--- src/rtl/fifo_pkt_writer_if.sv ---
// Upstream valid/ready payload stream plus the FIFO write port of fifo_pkt_writer.
// master: the packet writer; slave: the upstream source / FIFO side.
interface fifo_pkt_writer_if #(
    parameter int unsigned DATA = 8
);
    logic            s_valid;
    logic [DATA-1:0] s_data;
    logic            s_last;
    logic            s_ready;
    logic            full;
    logic            w_en;
    logic [DATA-1:0] wdata;

    modport master (
        input  s_valid, s_data, s_last, full,
        output s_ready, w_en, wdata
    );

    modport slave (
        output s_valid, s_data, s_last, full,
        input  s_ready, w_en, wdata
    );
endinterface

--- src/rtl/fifo_pkt_writer.sv ---
// Write-side packet framer: header (seq), payload, optional XOR trailer into an async FIFO.
// Trailer state and checksum are built only when PKT_WRITER_TRAILER_EN is defined.
module fifo_pkt_writer #(
    parameter int unsigned DATA  = 8,
    parameter int unsigned CNT_W = 16
) (
    input  logic               wclk,
    input  logic               wrst,
    input  logic               en,
    fifo_pkt_writer_if.master  bus,
    output logic               busy,
    output logic [CNT_W-1:0]   pkt_cnt,
    output logic [CNT_W-1:0]   stall_cnt
);

    typedef enum logic [1:0] {
        IDLE = 2'd0,
        HDR  = 2'd1,
        BODY = 2'd2,
        TRL  = 2'd3
    } state_t;

    state_t          state;
    state_t          state_nxt;
    logic [DATA-1:0] seq;
    logic            xfer;
    logic            hdr_wr;
    logic            pkt_done;
    logic            stall_pend;
    logic            w_en_c;
    logic            s_ready_c;
    logic [DATA-1:0] wdata_c;

    // Event decode shared by the FSM and the datapath registers
    assign xfer       = (state == BODY) && bus.s_valid && !bus.full;
    assign hdr_wr     = (state == HDR) && !bus.full;
    assign stall_pend = (state == HDR) || (state == TRL) || ((state == BODY) && bus.s_valid);

`ifdef PKT_WRITER_TRAILER_EN
    logic [DATA-1:0] csum;
    assign pkt_done = (state == TRL) && !bus.full;
`else
    assign pkt_done = xfer && bus.s_last;
`endif

    // State register; busy mirrors the registered state
    always_ff @(posedge wclk or negedge wrst) begin
        if (!wrst) begin
            state <= IDLE;
            busy  <= 1'b0;
        end else begin
            state <= state_nxt;
            busy  <= (state_nxt != IDLE);
        end
    end

    // Next-state logic
    always_comb begin
        state_nxt = state;
        case (state)
            IDLE: begin
                if (en && bus.s_valid) state_nxt = HDR;
            end
            HDR: begin
                if (hdr_wr) state_nxt = BODY;
            end
            BODY: begin
`ifdef PKT_WRITER_TRAILER_EN
                if (xfer && bus.s_last) state_nxt = TRL;
`else
                if (pkt_done) state_nxt = IDLE;
`endif
            end
`ifdef PKT_WRITER_TRAILER_EN
            TRL: begin
                if (pkt_done) state_nxt = IDLE;
            end
`endif
            default: state_nxt = IDLE;
        endcase
    end

    // Output decode: write strobe, write data and upstream ready
    always_comb begin
        w_en_c    = 1'b0;
        s_ready_c = 1'b0;
        wdata_c   = '0;
        case (state)
            HDR: begin
                w_en_c  = !bus.full;
                wdata_c = seq;
            end
            BODY: begin
                w_en_c    = bus.s_valid && !bus.full;
                s_ready_c = !bus.full;
                wdata_c   = bus.s_data;
            end
`ifdef PKT_WRITER_TRAILER_EN
            TRL: begin
                w_en_c  = !bus.full;
                wdata_c = csum;
            end
`endif
            default: begin
                w_en_c    = 1'b0;
                s_ready_c = 1'b0;
                wdata_c   = '0;
            end
        endcase
    end

    assign bus.w_en    = w_en_c;
    assign bus.s_ready = s_ready_c;
    assign bus.wdata   = wdata_c;

    // Sequence number and statistics counters
    always_ff @(posedge wclk or negedge wrst) begin
        if (!wrst) begin
            seq       <= '0;
            pkt_cnt   <= '0;
            stall_cnt <= '0;
        end else begin
            if (pkt_done) begin
                seq     <= seq + DATA'(1);
                pkt_cnt <= pkt_cnt + CNT_W'(1);
            end
            if (stall_pend && bus.full && (stall_cnt != {CNT_W{1'b1}})) begin
                stall_cnt <= stall_cnt + CNT_W'(1);
            end
        end
    end

`ifdef PKT_WRITER_TRAILER_EN
    // Running XOR of the payload, cleared as the header goes out
    always_ff @(posedge wclk or negedge wrst) begin
        if (!wrst) begin
            csum <= '0;
        end else if (hdr_wr) begin
            csum <= '0;
        end else if (xfer) begin
            csum <= csum ^ bus.s_data;
        end
    end
`endif

endmodule
--- src/flat_wrapper.sv ---
// flat-port wrapper written by rule: the top's interface ports become plain ports
module fifo_pkt_writer_flat 
#(
    parameter int unsigned DATA  = 8,
    parameter int unsigned CNT_W = 16
)
  (wclk, wrst, en, busy, pkt_cnt, stall_cnt, bus_s_valid, bus_s_data, bus_s_last, bus_full, bus_s_ready, bus_w_en, bus_wdata);
  fifo_pkt_writer_if #(.DATA(DATA)) bus_i ();
  input  logic wclk;
  input  logic wrst;
  input  logic en;
  output logic busy;
  output logic [CNT_W-1:0] pkt_cnt;
  output logic [CNT_W-1:0] stall_cnt;
  input wire logic [$bits(bus_i.s_valid)-1:0] bus_s_valid;
  input wire logic [$bits(bus_i.s_data)-1:0] bus_s_data;
  input wire logic [$bits(bus_i.s_last)-1:0] bus_s_last;
  input wire logic [$bits(bus_i.full)-1:0] bus_full;
  output wire logic [$bits(bus_i.s_ready)-1:0] bus_s_ready;
  output wire logic [$bits(bus_i.w_en)-1:0] bus_w_en;
  output wire logic [$bits(bus_i.wdata)-1:0] bus_wdata;
  assign bus_i.s_valid = bus_s_valid;
  assign bus_i.s_data = bus_s_data;
  assign bus_i.s_last = bus_s_last;
  assign bus_i.full = bus_full;
  assign bus_s_ready = bus_i.s_ready;
  assign bus_w_en = bus_i.w_en;
  assign bus_wdata = bus_i.wdata;
  fifo_pkt_writer #(.DATA(DATA), .CNT_W(CNT_W)) u_core (.wclk(wclk), .wrst(wrst), .en(en), .bus(bus_i), .busy(busy), .pkt_cnt(pkt_cnt), .stall_cnt(stall_cnt));
endmodule
--- config.mk ---
export PLATFORM = sky130hd
export DESIGN_NAME = fifo_pkt_writer_flat
export DESIGN_NICKNAME = d
export VERILOG_FILES = /design/src/rtl/fifo_pkt_writer_if.sv /design/src/rtl/fifo_pkt_writer.sv /design/src/flat_wrapper.sv
export SDC_FILE = /design/constraint.sdc
export NUM_CORES = 1
export LEC_CHECK = 0
export CORE_ASPECT_RATIO = 1.4
export CORE_MARGIN = 3
export CORE_UTILIZATION = 45
export CTS_CLUSTER_DIAMETER = 120
export CTS_CLUSTER_SIZE = 10
export DETAILED_ROUTE_END_ITERATION = 8
export HOLD_SLACK_MARGIN = 0.12
export PLACE_DENSITY = 0.77
export SLEW_MARGIN = 20
export SYNTH_ARGS = -nofsm -noshare
export SYNTH_HDL_FRONTEND = slang
export SYNTH_SLANG_ARGS = --single-unit
--- constraint.sdc ---
create_clock -name wclk -period 2.3 [get_ports wclk]
set_input_delay 0.46 -clock wclk [delete_from_list [all_inputs] [get_ports wclk]]
set_output_delay 0.46 -clock wclk [all_outputs]
set_load 0.03 [all_outputs]
==> results by group <==
Outcome
  – Status: finished, final reports clean

Global route
  – Gr usage total: 18.75%
  – Gr ovfl total: 0
  – Largest net degree at the start of global routing: 23
  – First-pass GRT wire length: 8.521 mm
  – Vias in the first global route: 1876
  – Initial antenna violation count: 0

Timing
  – Final hold vios: 0
  – Final critical-path required period: 2158 ps
  – Post-route setup TNS: 0 ps
  – Max Freq: 463.4 MHz
  – Pins Over Slew Limit: 0
  – Final-report setup violation count: 0
  – Slew headroom: 63.89%
  – RSZ-0062 raised after global routing: no
  – Worst-Margin Slew: 541.6 ps
  – Crit share post-route: 93.82%
  – Clock Skew: 4.968 ps

Floorplanning
  – IO Pins: 57
  – FP Rows: 29
  – Core Area: 0.004644 mm²
  – Starting density of the core: 47.68%
  – Die Ht: 89.01 µm
  – Die width: 65.29 µm
  – Die ar.: 0.005811 mm²

Synth
  – Mux cell area share after synthesis: 3.164%
  – Syn_area_per_cell: 10.70 µm²
  – Largest family of logic cells by synthesized area: simple AND/OR/NAND/NOR gates
  – Synth Warn #: 0
  – Compound-Gate Fraction of Synth Area: 5.141%
  – Top cell type's share of synthesized area: 48.59%
  – Synthesized-area fraction occupied by adder cells: 3.955%
  – Top post-synthesis cells by area: dfrtp_1 (49%), xnor2_1 (7.5%), xor2_1 (5.1%)
  – Cell taking the most area after synthesis: dfrtp_1
  – Seq cells post-synth: 43
  – Top FF cell, synth: dfrtp_1
  – Synthesized area: 0.002215 mm²
  – Post-synth EDFFs: 0
  – Synth cell types: 35
  – Post-synthesis sequential area ratio: 48.59%
  – Net Count, Synth: 228
  – Cells after Synth: 207
  – Xor and xnor fraction of the mapped netlist area: 12.66%
  – Asr flop ratio synth: 100.0%
  – Post-Synth Simple-Gate Area: 24.75%

Cells and area
  – Non-Filler Instances: 339
  – Commonest non-fill, non-tap cell in the layout: clkdlybuf4s50_1
  – Nets@finish: 297
  – Area delta synth->final: 35.88%
  – ANT cells: 0
  – Layout cells sized above 1: 14.08%
  – Most frequent cells in the layout: clkdlybuf4s50_1 (45), dfrtp_1 (43), nand2_1 (25), xnor2_1 (19), buf_4 (16)

Clocking
  – Insertion delay to the later sink of the worst-skew pair: 300 ps
  – Root buf cell: clkbuf_8
  – H-Tree Depth: 2
  – CTS buffer count: 5
  – Clock transition at the registers of the reported paths: 90 ps
  – Clk sinks: 43
  – CTS tree: done
  – Post-CTS Setup Inserts: 0
  – CTS Buffer Depth: 2

Pwr
  – Clock Power Share: 23.9%
  – Power per Cell Area: 834.8 mW/mm²
  – Peak VDD IR: 0.7255 mV
  – Cell-internal power: 1.603 mW
  – Net Switching: 0.9095 mW
  – Sequential power share: 39.4%
  – Switch share: 36.20%
  – Logic pwr share: 36.7%
  – Leak: 1.355 nW

Drt
  – DR pass1 iterations: 4
  – WL/cell: 14.65 µm
  – Antenna viol nets, final: 0
  – Violation count after the first detailed-routing iteration: 61
  – Post-detailed-route DRC marker count: 0
  – Total number of vias: 1810
  – DRT Wirelength: 4.968 mm
  – Vias per cell: 5.339

Hold path
  – HP Class: in -> async

Place
  – RePlAce Congestion: 0.8314
  – Post-DP HPWL: 3.787 mm
  – IO Port Bufs: 56
  – Placed cells: 331

Worst setup path
  – Worst Path Required: 1840 ps
  – Largest delay contributor family on the critical path: buffers and inverters
  – Cells along the critical path: inv_1 -> ha_1 -> buf_4 -> a21oi_1 -> nor3b_1 -> buf_4
  – Cell mode on critical path: buf_4
  – CP Capture Type: primary output
  – Startpoint types: register
  – CP max FO: 13
  – WP data arrival: 1700 ps
  – Max stage delay cell, worst path: dfrtp_1
  – CP Buf/Inv Count: 3
  – Max incr delay on CP: 420 ps
  – CP Class: reg -> out

Run
  – Max Cap Violations: 0
## power by group through the flow
stage          clock, mW  combinational, mW  sequential, mW
2_1_floorplan          0              0.442            1.11
3_3_place_gp           0              0.916           0.998
3_5_place_dp           0              0.934            1.00
4_1_cts            0.618              0.934           0.989
5_1_grt            0.647               1.00            1.01
6_report           0.601              0.922           0.989
## cell usage after synthesis (2+ instances only)
cell       n
nor3_1    12
a21oi_1    2
a221oi_1   2
and3_1     6
nor2b_1    9
nand4_1   12
xnor2_1   19
inv_1      7
a22oi_1    8
mux2_2     4
nor4_1     5
nor2_1     4
nand2_1   25
o21ai_0    2
dfrtp_1   43
clkbuf_1   2
ha_1       7
nand3_1    8
nor3b_1    2
xor2_1    13
## metal layers
| layer | GRT usage, % | wire, µm |
|---|---|---|
| met5 | 0 | 0 |
| met2 | 34.10 | 2639 |
| met4 | 6.981 | 60 |
| met1 | 21.55 | 2048 |
| met3 | 3.899 | 220 |
## path summary, 6_finish.rpt
check,from,end,slack [ps],cells past startpoint
max in group asynchronous,wrst,u_core.stall_cnt[15]$_DFFE_PN0P_,1660,2
min in group wclk,u_core.pkt_cnt[15]$_DFFE_PN0P_,u_core.pkt_cnt[15]$_DFFE_PN0P_,470,1
min,wrst,u_core.pkt_cnt[9]$_DFFE_PN0P_,130,1
min reg2reg,u_core.pkt_cnt[15]$_DFFE_PN0P_,u_core.pkt_cnt[15]$_DFFE_PN0P_,470,1
max,u_core.state[0]$_DFF_PN0_,bus_w_en,140,6
max reg2reg,u_core.state[0]$_DFF_PN0_,u_core.stall_cnt[14]$_DFFE_PN0P_,180,7
## flip-flops by register name (all words and copies together) (netlist names)
name and flops:
u_core.pkt_cnt 16, u_core.stall_cnt 16, u_core.seq 8, u_core.state 2, u_core.busy 1
## timing repair
action / CTS / global route
resized for setup: 2 / 0
hold buffers: 0 / 0
endpoints found under the setup margin: 2 / 0
## worst reg2reg max path: cells and delay by family (launching register included)
family	cells	cell delay (ps)
muxes	1	380
DFF	1	420
AOI/OAI and AO/OA	1	190
buffers and inverters	2	300
and+or+nand+nor	2	530
adders and majority gates	1	200
## kinds of logic (layout without fill, tap and decap cells)
family,count (synthesis),after routing
AND/OR/NAND/NOR,93,93
multiplexers,6,6
XOR/XNOR,32,32
adder cells (fa/ha/maj),7,7
flip-flops,43,43
buffers and inverters,10,80
AO/OA/AOI/OAI,16,16
## stage by stage
| stage | power (mW) | worst slack [ps] | area, µm² | hold WS (ps) | util, % |
|---|---|---|---|---|---|
| 2_1_floorplan | 1.554 | 20.85 | 2215 | 164.4 | - |
| 3_3_place_gp | 1.913 | 94.92 | 2895 | 460.1 | 62.34 |
| 3_5_place_dp | 1.934 | 72.33 | 2895 | 462.5 | 62.34 |
| 4_1_cts | 2.540 | 121.9 | 3009 | 144.6 | 64.79 |
| 5_1_grt | 2.659 | 1.624 | 3009 | 158.0 | 64.79 |
| 6_report | 2.512 | 142.3 | 3009 | 134.1 | 64.79 |
## cell type report
| class | instances | area, µm² |
|---|---|---|
| clock inverter | 3 | 47.55 |
| sequential | 43 | 1076 |
| inverter | 7 | 26.28 |
| tap | 62 | 77.57 |
| multi-input combinational | 154 | 1100 |
| clock buffer | 5 | 68.82 |
| fill | 406 | 1635 |
| timing repair buffer | 65 | 613.1 |
(Power assumes the default switching activity.)
